### src/rtl/rv32i_types.sv
// Shared types for the memory arbiter: FSM state encoding and arbitration mode constants.
package rv32i_types;

  typedef enum logic [1:0] {
    IDLE = 2'd0,
    BUSY = 2'd1,
    RESP = 2'd2
  } arb_state_t;

  localparam int MODE_FIXED = 0;
  localparam int MODE_RR    = 1;

endpackage

### src/rtl/mem_arbiter_rr_select.sv
// Combinational winner selection: walks the request vector starting at base
// (round-robin) or at index 0 (fixed priority) and reports the first requester.
module rr_select #(
  parameter int N     = 2,
  parameter int IDX_W = (N > 1) ? $clog2(N) : 1
) (
  input  logic [N-1:0]     req,
  input  logic [IDX_W-1:0] base,
  input  logic             rr_en,
  output logic [N-1:0]     grant,
  output logic [IDX_W-1:0] index
);

  logic             found;
  logic [IDX_W-1:0] pos;

  // First requester found in search order wins; grant stays zero if nobody asks.
  always_comb begin
    grant = '0;
    index = '0;
    found = 1'b0;
    pos   = '0;
    for (int i = 0; i < N; i++) begin
      pos = rr_en ? IDX_W'((int'(base) + i) % N) : IDX_W'(i);
      if (!found && req[pos]) begin
        found      = 1'b1;
        grant[pos] = 1'b1;
        index      = pos;
      end
    end
  end

endmodule

### src/rtl/mem_arbiter.sv
// Multi-port cacheline arbiter in front of a single cacheline adaptor.
// Handshake: a port raises req_read/req_write (with address/wdata) and holds it
// until it sees its one-cycle req_resp bit; req_rdata is valid only in that cycle.
// Toward the adaptor, pmem_read/pmem_write stay high and pmem_* stay stable
// until the adaptor pulses pmem_resp for one cycle.
module mem_arbiter
  import rv32i_types::*;
#(
  parameter int NUM_PORTS = 2,
  parameter int LINE_W    = 256,
  parameter int ADDR_W    = 32,
  parameter int RR_MODE   = 1
) (
  input  logic                        clk,
  input  logic                        rst,
  input  logic [NUM_PORTS-1:0]        req_read,
  input  logic [NUM_PORTS-1:0]        req_write,
  input  logic [NUM_PORTS*ADDR_W-1:0] req_addr,
  input  logic [NUM_PORTS*LINE_W-1:0] req_wdata,
  output logic [LINE_W-1:0]           req_rdata,
  output logic [NUM_PORTS-1:0]        req_resp,
  output logic [ADDR_W-1:0]           pmem_address,
  output logic                        pmem_read,
  output logic                        pmem_write,
  output logic [LINE_W-1:0]           pmem_wdata,
  input  logic [LINE_W-1:0]           pmem_rdata,
  input  logic                        pmem_resp,
  output logic [1:0]                  dbg_state
);

  localparam int               IDX_W    = $clog2(NUM_PORTS);
  localparam logic [IDX_W-1:0] LAST_IDX = IDX_W'(NUM_PORTS - 1);

  arb_state_t             state, next_state;
  logic [NUM_PORTS-1:0]   pending;
  logic [NUM_PORTS-1:0]   sel_grant;
  logic [NUM_PORTS-1:0]   grant_q;
  logic [IDX_W-1:0]       sel_index;
  logic [IDX_W-1:0]       last_grant;
  logic [IDX_W-1:0]       base;
  logic                   sel_write;

  assign pending   = req_read | req_write;
  // Round-robin search begins just past the previous winner, wrapping to 0.
  assign base      = (last_grant == LAST_IDX) ? '0 : last_grant + 1'b1;
  // Write wins when a port raises both read and write.
  assign sel_write = req_write[sel_index];
  assign dbg_state = state;

  rr_select #(
    .N     (NUM_PORTS),
    .IDX_W (IDX_W)
  ) u_select (
    .req   (pending),
    .base  (base),
    .rr_en (RR_MODE == MODE_RR),
    .grant (sel_grant),
    .index (sel_index)
  );

  // State register; reset aborts any adaptor transaction in flight.
  always_ff @(posedge clk or posedge rst) begin
    if (rst) state <= IDLE;
    else     state <= next_state;
  end

  // Next state: grant from IDLE, wait for the adaptor in BUSY, one RESP cycle.
  always_comb begin
    next_state = state;
    case (state)
      IDLE:    if (|pending) next_state = BUSY;
      BUSY:    if (pmem_resp) next_state = RESP;
      RESP:    next_state = IDLE;
      default: next_state = IDLE;
    endcase
  end

  // Registered outputs and winner bookkeeping; pmem_resp only matters in BUSY.
  always_ff @(posedge clk or posedge rst) begin
    if (rst) begin
      pmem_read    <= 1'b0;
      pmem_write   <= 1'b0;
      pmem_address <= '0;
      pmem_wdata   <= '0;
      req_rdata    <= '0;
      req_resp     <= '0;
      grant_q      <= '0;
      last_grant   <= LAST_IDX;
    end else begin
      req_resp <= '0;
      case (state)
        IDLE: begin
          if (|pending) begin
            grant_q      <= sel_grant;
            last_grant   <= sel_index;
            pmem_address <= req_addr[int'(sel_index)*ADDR_W +: ADDR_W];
            pmem_wdata   <= req_wdata[int'(sel_index)*LINE_W +: LINE_W];
            pmem_write   <= sel_write;
            pmem_read    <= !sel_write;
          end
        end
        BUSY: begin
          if (pmem_resp) begin
            pmem_read  <= 1'b0;
            pmem_write <= 1'b0;
            req_rdata  <= pmem_rdata;
            req_resp   <= grant_q;
          end
        end
        default: ;
      endcase
    end
  end

endmodule

### config.mk
export PLATFORM = sky130hd
export DESIGN_NAME = mem_arbiter
export DESIGN_NICKNAME = d
export VERILOG_FILES = /design/src/rtl/rv32i_types.sv /design/src/rtl/mem_arbiter_rr_select.sv /design/src/rtl/mem_arbiter.sv
export SDC_FILE = /design/constraint.sdc
export NUM_CORES = 1
export LEC_CHECK = 0
export CAP_MARGIN = 30
export CELL_PAD_IN_SITES_DETAIL_PLACEMENT = 1
export CELL_PAD_IN_SITES_GLOBAL_PLACEMENT = 2
export CORE_AREA = 4 4 535 537
export DETAILED_ROUTE_END_ITERATION = 10
export DIE_AREA = 0 0 539 541
export GPL_TIMING_DRIVEN = 0
export PLACE_DENSITY_LB_ADDON = 0.25
export SETUP_SLACK_MARGIN = 0.15
export SLEW_MARGIN = 30
export SYNTH_ARGS = -nofsm -noshare
export SYNTH_HDL_FRONTEND = slang
export SYNTH_SLANG_ARGS = --single-unit
### constraint.sdc
create_clock -name clk -period 43 [get_ports clk]
set_clock_uncertainty 0.05 [all_clocks]
set_input_delay 10.75 -clock clk [delete_from_list [all_inputs] [get_ports clk]]
set_output_delay 10.75 -clock clk [all_outputs]
set_load 0.005 [all_outputs]
==> flow_summary.toml, run 1 <==
[grt]
grt_pass1_wl_um = 281400
grt_antenna_before_repair = 124
grt_pass1_vias = 28050
grt.overflow.total = 0
grt_max_degree = 72
grt.total_usage_pct = 14.26

[die]
core_area_um2 = 281600
dieArea_um2 = 291600
die_w_um = 539
initial_core_util_pct = 8.514
pin_count = 1389
die_y_um = 541
fp-row-count = 195

[cells_and_area]
postLayoutCellArea_um2 = 45790
areaGrowthSynthToFinish_pct = 91.01
layout.nets = 5020
fillers = 32970
layout-drive-gt1-share_pct = 12.29

[min_path]
hold_class = "reg -> reg"

[critical_path]
path_max_fanout = 4
cp.arrival_ns = 2.06
end_kind = "primary output"
worstPathRequired_ns = 32.20
slowest_stage = "clkdlybuf4s50_1"
crit_family = "buffers and inverters"
crit_chain = "clkdlybuf4s50_1"
path_buf_inv = 1
crit_path_start_kind = "flip-flop"
cpPeakStageDelay_ns = 0.68
crit_type = "reg -> out"

[detailed_routing]
ant_nets = 0
wl_per_cell_um = 26.93
drt-pass1-iter-count = 4
num_vias = 25860
wl_um = 215900
drc = 0
drtIter0Drc = 1124
via_per_inst = 3.225

[synthesis]
ys_warn_count = 0
ys_types = 24
syn_inst = 2689
syn_area_per_cell_um2 = 8.915
synth_largest_area_cell = "dfrtp_1"
syn_area_um2 = 23970
synth_seq_cells = 553
seq_area_frac_synth_pct = 57.73
synthTopCellsByArea = "dfrtp_1 (58%), nand2_1 (17%), a21oi_1 (7.7%)"
syn-num-nets = 3528
synth_top_area_share_pct = 57.62

[timing]
report.final.slew_viol_count = 0
clock.fmax_mhz = 77.75
fin_crit_sh_pct = 29.91
setup_viol = 0
hold_viol_final = 0
tns_ns = 0
relSlewSlack_pct = 43.40
tightest_slew_ns = 0.8490
rsz0062_at_grt = "no"
fin_crit_ns = 12.86
hold_ws_ns = 0.4206

[cts]
cts_buffers = 94
cts_root_buf = "clkbuf_16"
cts_hold_buf = 0
clk_pin_slew_ns = 0.05
max-clock-path-buffers = 4
cts_tree = "done"
cts.htree.levels = 3
cts_sinks = 553
post_cts_resized = 0
clkLatencyLatePin_ns = 0.78
post-cts-setup-buffer-count = 0

[run]
max_cap_viol_count = 0

[placement]
dp_hpwl_um = 180500
port_buffers = 1388
place.gp.congestion = 0.8552
place_area_um2 = 42790

[outcome]
outcome = "complete, no violations"

[pwr]
power.density_nw_per_um2 = 74.57
power.total_mw = 3.415
peakVddDrop_mv = 0.02905
cellLeakagePower_nw = 18.54
## registers in the layout (all words and copies together), names as in the netlist
register,count
last_grant,1
pmem_write,1
pmem_wdata,256
pmem_read,1
req_resp,2
dbg_state,2
req_rdata,256
grant_q,2
pmem_address,32
## layout make-up
class / count / area, µm² / area share (%)
clock inverter: 23 / 186.4 / 0.4072
tap: 3743 / 4683 / 10.23
clock buffer: 141 / 2750 / 6.006
sequential: 553 / 13840 / 30.23
timing repair buffer: 1396 / 14110 / 30.82
buffer: 186 / 1257 / 2.746
inverter: 4 / 22.52 / 0.04919
antenna: 26 / 65.06 / 0.1421
multi-input combinational: 1946 / 8870 / 19.37
## cell usage after synthesis (all sizes together)
master / number
a31oi: 1
nand2: 1059
and2: 3
dfrtp: 552
o21ai: 5
clkbuf: 24
nand2b: 2
inv: 4
nand3: 1
a21o: 1
and3: 1
or2: 2
buf: 162
dfstp: 1
nor2: 291
a21oi: 578
a211oi: 1
a211o: 1
## stage by stage
step	setup slack, ns	cells	util, %
4_1_cts	29.87	7992	16.24
3_3_place_gp	3.194	7820	15.11
5_1_grt	29.98	7996	16.24
3_5_place_dp	29.43	7828	15.20
2_1_floorplan	16.74	2689	-
6_report	30.14	8018	16.26
## report_power, final
group | internal [mW] | switching, mW
Combinational | 0.753 | 0.946
Sequential | 0.782 | 0.179
Clock | 0.440 | 0.314
Total | 1.98 | 1.44
## layout by cell type, fill, tap and decap left out, types with 33 or more instances in the layout
cell             netlist  final
clkbuf_16              0     95
buf_2                 81     81
buf_6                 44     44
nand2_1             1059   1059
clkdlybuf4s50_1        0   1388
a21oi_1              368    368
a21oi_2              210    210
nor2_1               291    291
clkbuf_1              24     47
buf_4                 33     33
dfrtp_1              552    552
## kinds of logic (layout without fill, tap and decap cells)
group	after synthesis	in the layout	share of synthesized area [%]
AO/OA/AOI/OAI	587	587	15.61
buffers and inverters	190	1750	5.293
other	0	26	0
AND/OR/NAND/NOR	1359	1359	21.37
flip-flops	553	553	57.73
## layer usage
layer / track usage, % / vias up / wire, µm
li1: - / 11650 / -
met2: 23.85 / 1124 / 100900
met1: 16.65 / 12670 / 87540
met4: 2.694 / 92 / 4211
met5: 0 / - / 563
met3: 6.739 / 321 / 22670
## final timing paths
| path | end | slack, ns | from | cells after the start |
|---|---|---|---|---|
| max | dbg_state[1] | 30.14 | dbg_state[1] | 1 |
| min | req_rdata[63] | 0.42 | req_rdata[63] | 2 |
| max reg2reg | req_rdata[74] | 40.48 | dbg_state[1] | 7 |
| min reg2reg | req_rdata[63] | 0.42 | req_rdata[63] | 2 |
| max in group asynchronous | req_rdata[147] | 30.40 | rst | 6 |
| min in group asynchronous | pmem_wdata[13] | 10.38 | rst | 2 |
(Power assumes the default switching activity.)
==> inputs of run 2 (changes only) <==
CORE_AREA = 4 4 543 545   (was 4 4 535 537)
DIE_AREA = 0 0 547 549   (was 0 0 539 541)
clock period = 11.55 ns   (was 43 ns; I/O delays follow)
==> run 2 against run 1 <==
Compared with the run above:
- clock-buffer cell count shrank 8
- utilization decreased by 0.30 points
- non-clock buffer count grew 21
- worst setup slack got worse by 24 ns
- register-to-register slack got worse by 32 ns
- sequential power rose to 3.7 times the previous value
- design area increased by 1.2%
- die area rose by 3.0%
==> flow_summary.toml, run 2 (synthesis results as in run 1) <==
[cells_and_area]
layout-drive-gt1-share_pct = 12.53
finalNonFillerCells = 8182
final_cell_mix = "clkdlybuf4s50_1 (1388), nand2_1 (1059), dfrtp_1 (552)"
layout.nets = 5037
postLayoutCellArea_um2 = 46320
areaGrowthSynthToFinish_pct = 93.21
reg.largest.list = "pmem_wdata: 256 flops, req_rdata: 256 flops, pmem_address: 32 flops"
final_common_cell = "clkdlybuf4s50_1"
fillers = 33860

[pwr]
power.density_nw_per_um2 = 276.8
cellLeakagePower_nw = 18.69
power.total_mw = 12.82
peakVddDrop_mv = 0.1060

[min_path]
hold_class = "reg -> reg"

[cts]
cts_root_buf = "clkbuf_16"
cts_buffers = 90
post-cts-setup-buffer-count = 0
cts.htree.levels = 3
cts_sinks = 553
cts_hold_buf = 0
max-clock-path-buffers = 4
cts_tree = "done"
clk_pin_slew_ns = 0.05
clkLatencyLatePin_ns = 0.78
post_cts_resized = 0

[timing]
setup_viol = 0
tightest_slew_ns = 0.9233
hold_ws_ns = 0.4192
clock.fmax_mhz = 197.8
fin_crit_ns = 5.057
relSlewSlack_pct = 38.45
rsz0062_at_grt = "no"
report.final.slew_viol_count = 0
fin_crit_sh_pct = 43.78
hold_viol_final = 0
tns_ns = 0

[critical_path]
crit_path_start_kind = "flip-flop"
rrSetupSlack_ns = 8.89
path_max_fanout = 4
slowest_stage = "clkdlybuf4s50_1"
worstPathRequired_ns = 8.61
crit_type = "reg -> out"
cp.arrival_ns = 2.12
crit_family = "buffers and inverters"
crit_start = "dbg_state[1]"
reg2reg_depth = 7
r2r_start = "dbg_state[1]"
path_buf_inv = 1
r2r-end = "req_rdata[78]"
cp.depth = 1
end_kind = "primary output"
cpPeakStageDelay_ns = 0.69
crit_chain = "clkdlybuf4s50_1"
critical_path.endpoint = "dbg_state[1]"

[detailed_routing]
wl_um = 219000
drtIter0Drc = 1186
wl_per_cell_um = 26.77
via_per_inst = 3.162
drc = 0
drt-pass1-iter-count = 5
ant_nets = 0
num_vias = 25870

[grt]
grt_max_degree = 26
grt_pass1_wl_um = 285100
grt.overflow.total = 0
grt.total_usage_pct = 14.05
grt_pass1_vias = 28360
grt_antenna_before_repair = 118

[placement]
dp_hpwl_um = 186000
place.gp.congestion = 0.8611
place_inst = 8006
port_buffers = 1388
place_area_um2 = 43380

[die]
fp-row-count = 198
die_y_um = 549
core_area_um2 = 290100
dieArea_um2 = 300300
pin_count = 1389
initial_core_util_pct = 8.263
die_w_um = 547

[outcome]
outcome = "complete, no violations"

[run]
max_cap_viol_count = 0
## run 2: cell types whose count changed in the layout (fill, tap and decap cells not counted), sizes merged
cell / before / now
buf: 170 / 191
clkbuf: 165 / 157
diode: 26 / 20
bufinv: 0 / 5
clkinv: 17 / 13
inv: 5 / 4
## run 2: how the worst min path moves through the flow
stage / startpoint / endpoint / slack, ns / cells after the start
5_1_grt: req_rdata[113] / req_rdata[113] / 0.44 / 2
6_report: req_rdata[77] / req_rdata[77] / 0.42 / 2
4_1_cts: req_rdata[77] / req_rdata[77] / 0.43 / 2
2_1_floorplan: grant_q[1] / grant_q[1] / 0.40 / 2
3_5_place_dp: req_rdata[114] / req_rdata[114] / 0.41 / 2
3_3_place_gp: req_rdata[134] / req_rdata[134] / 0.41 / 2
## run 2: final cells by class
cell class	instances	area [µm²]	area share, %
Antenna cell	20	50.05	0.1081
Buffer	186	1255	2.709
Clock buffer	133	2615	5.646
Clock inverter	23	276.5	0.5970
Inverter	4	18.77	0.04052
Multi-Input combinational cell	1946	8864	19.14
Sequential cell	553	13840	29.88
Tap cell	3900	4880	10.54
Timing Repair Buffer	1417	14520	31.35
## run 2: per-layer routing
| layer | part of all wire (%) | up-vias | global-route usage, % |
|---|---|---|---|
| met2 | 48 | 1105 | 23.91 |
| met3 | 12 | 306 | 7.451 |
| met1 | 39 | 12680 | 15.87 |
| li1 | - | 11670 | - |
| met4 | 1.4 | 116 | 1.891 |
| met5 | 0.34 | - | 0 |
## run 2: metrics by stage
| stage | util (%) | worst slack (ns) |
|---|---|---|
| final | 15.97 | 6.493 |
| after global routing | 15.95 | 6.264 |
| after CTS | 15.95 | 6.176 |
| after detailed placement | 14.95 | 5.946 |
| after global placement | 14.74 | -5.974 |
| after floorplan | - | 1.088 |
## run 2: where the power goes
group / total (mW) / switching, mW / internal (mW)
Clock: 2.80 / 1.13 / 1.67
Sequential: 3.54 / 0.630 / 2.91
Combinational: 6.48 / 3.66 / 2.82
Total: 12.8 / 5.42 / 7.40
==> inputs of run 3 (changes only) <==
CORE_AREA = 4 4 532 534   (was 4 4 543 545)
DIE_AREA = 0 0 536 538   (was 0 0 547 549)
clock period = 4.78 ns   (was 11.55 ns; I/O delays follow)
==> run 3 against run 2 <==
Compared with the run above:
- utilization rose by 0.60 points
- worst hold slack improved by 0.0012 ns
- via count fell by 0.34%
- critical path depth did not move
- sequential share of layout area rose by 0.12 points
- first-iteration DRC count fell by 17%
- combinational power rose by 140%
- register-to-register slack got worse by 6.6 ns
- clock-buffer cell count rose by 1
- sequential power rose by 140%
==> flow_summary.toml, run 3 (synthesis results as in run 1) <==
[pwr]
cellLeakagePower_nw = 18.72
peakVddDrop_mv = 0.2683
p_switching_mw = 12.90
power_frac_comb_pct = 50.3
p_int_mw = 17.83
clock_power_share_pct = 21.7
p_seq_share_pct = 28.0
power.total_mw = 30.73
power.density_nw_per_um2 = 666.2
swShare_pct = 41.98

[timing]
worst_slack_ns = 1.447
relSlewSlack_pct = 41.15
report.final.slew_viol_count = 0
fin_crit_ns = 3.333
tightest_slew_ns = 0.8827
fin_crit_sh_pct = 69.73
clock.fmax_mhz = 300.0
rsz0062_at_grt = "no"
hold_viol_final = 0
hold_ws_ns = 0.4205
setup_viol = 0

[detailed_routing]
via_per_inst = 3.220
ant_nets = 0
drtIter0Drc = 989
wl_per_cell_um = 26.61
drt-pass1-iter-count = 5
num_vias = 25790
wl_um = 213200
drc = 0

[die]
pin_count = 1389
dieArea_um2 = 288400
die_y_um = 538
initial_core_util_pct = 8.610
fp-row-count = 194
core_area_um2 = 278400
die_w_um = 536

[cells_and_area]
layout-drive-gt1-share_pct = 12.60
post-route-util_pct = 16.57
reg.largest.list = "pmem_wdata: 256 flops, req_rdata: 256 flops, pmem_address: 32 flops"
fillers = 32500
final_cell_mix = "clkdlybuf4s50_1 (1388), nand2_1 (1059), dfrtp_1 (552)"
layout.nets = 5037
postLayoutCellArea_um2 = 46130
final_common_cell = "clkdlybuf4s50_1"
areaGrowthSynthToFinish_pct = 92.42

[critical_path]
reg2reg_depth = 7
r2r-end = "req_rdata[72]"
end_kind = "primary output"
cp.arrival_ns = 2.09
cpPeakStageDelay_ns = 0.67
rrSetupSlack_ns = 2.29
path_buf_inv = 1
path_max_fanout = 4
slowest_stage = "clkdlybuf4s50_1"
worstPathRequired_ns = 3.53
crit_family = "buffers and inverters"
crit_chain = "clkdlybuf4s50_1"
crit_type = "reg -> out"
r2r_start = "dbg_state[1]"
crit_path_start_kind = "flip-flop"

[cts]
cts_buffers = 89
cts_sinks = 553
cts_hold_buf = 0
clkLatencyLatePin_ns = 0.77
cts_tree = "done"
clk_pin_slew_ns = 0.06
post_cts_resized = 0
post-cts-setup-buffer-count = 0
cts.htree.levels = 3
cts_root_buf = "clkbuf_16"
max-clock-path-buffers = 4

[placement]
place.gp.congestion = 0.8304
port_buffers = 1388
dp_hpwl_um = 181500
pre_cts_slack_ns = 0.8472
place_area_um2 = 43210

[outcome]
outcome = "complete, no violations"

[min_path]
holdPathStages = 2
hp-start = "req_rdata[69]"
hold_class = "reg -> reg"
hold_end = "req_rdata[69]"

[grt]
grt.total_usage_pct = 14.16
grt_pass1_wl_um = 276200
grt_pass1_vias = 28120
grt_antenna_before_repair = 113
grt.overflow.total = 0
grt_max_degree = 25

[run]
max_cap_viol_count = 0
[run 3: area by class of cell]
class | count | area [µm²] | share of cell area [%]
clock buffers | 134 | 2616 | 5.672
inverters | 4 | 18.77 | 0.04069
diodes | 22 | 55.05 | 0.1194
flip-flops and latches | 553 | 13840 | 30.00
plain buffers | 186 | 1256 | 2.723
multi-input cells | 1946 | 8864 | 19.22
clock inverters | 22 | 249.0 | 0.5398
well taps | 3724 | 4659 | 10.10
repair buffers | 1418 | 14570 | 31.58
[run 3: metrics by stage]
step | cells | setup TNS [ns]
after global placement | 7801 | -5904.66
final | 8009 | 0
after CTS | 7987 | 0
after global routing | 7998 | 0
after detailed placement | 7831 | 0
after floorplan | 2689 | -2204.36
[run 3: how the worst max path moves through the flow]
stage / to / slack [ns] / cells past startpoint / startpoint
floorplan: dbg_state[0] / -3.99 / 1 / rst
global placement: pmem_wdata[169] / -10.90 / 2 / rst
detailed placement: pmem_wdata[173] / 0.85 / 12 / rst
CTS: dbg_state[1] / 1.13 / 1 / dbg_state[1]
global route: dbg_state[1] / 1.24 / 1 / dbg_state[1]
finish: dbg_state[1] / 1.45 / 1 / dbg_state[1]
[run 3: power by group through the flow]
stage | combinational, mW | sequential, mW | clock (mW)
finish | 15.5 | 8.59 | 6.67
CTS | 16.2 | 8.63 | 7.06
floorplan | 5.33 | 8.46 | 0
global route | 17.0 | 8.88 | 7.17
detailed placement | 16.1 | 8.66 | 0
global placement | 16.1 | 8.65 | 0
[run 3: layer usage]
metal	vias up	track usage [%]	part of all wire [%]
met3	288	6.436	11
met5	-	0	0.25
met1	12640	16.94	41
met4	82	3.442	2.1
li1	11670	-	-
met2	1101	23.04	46
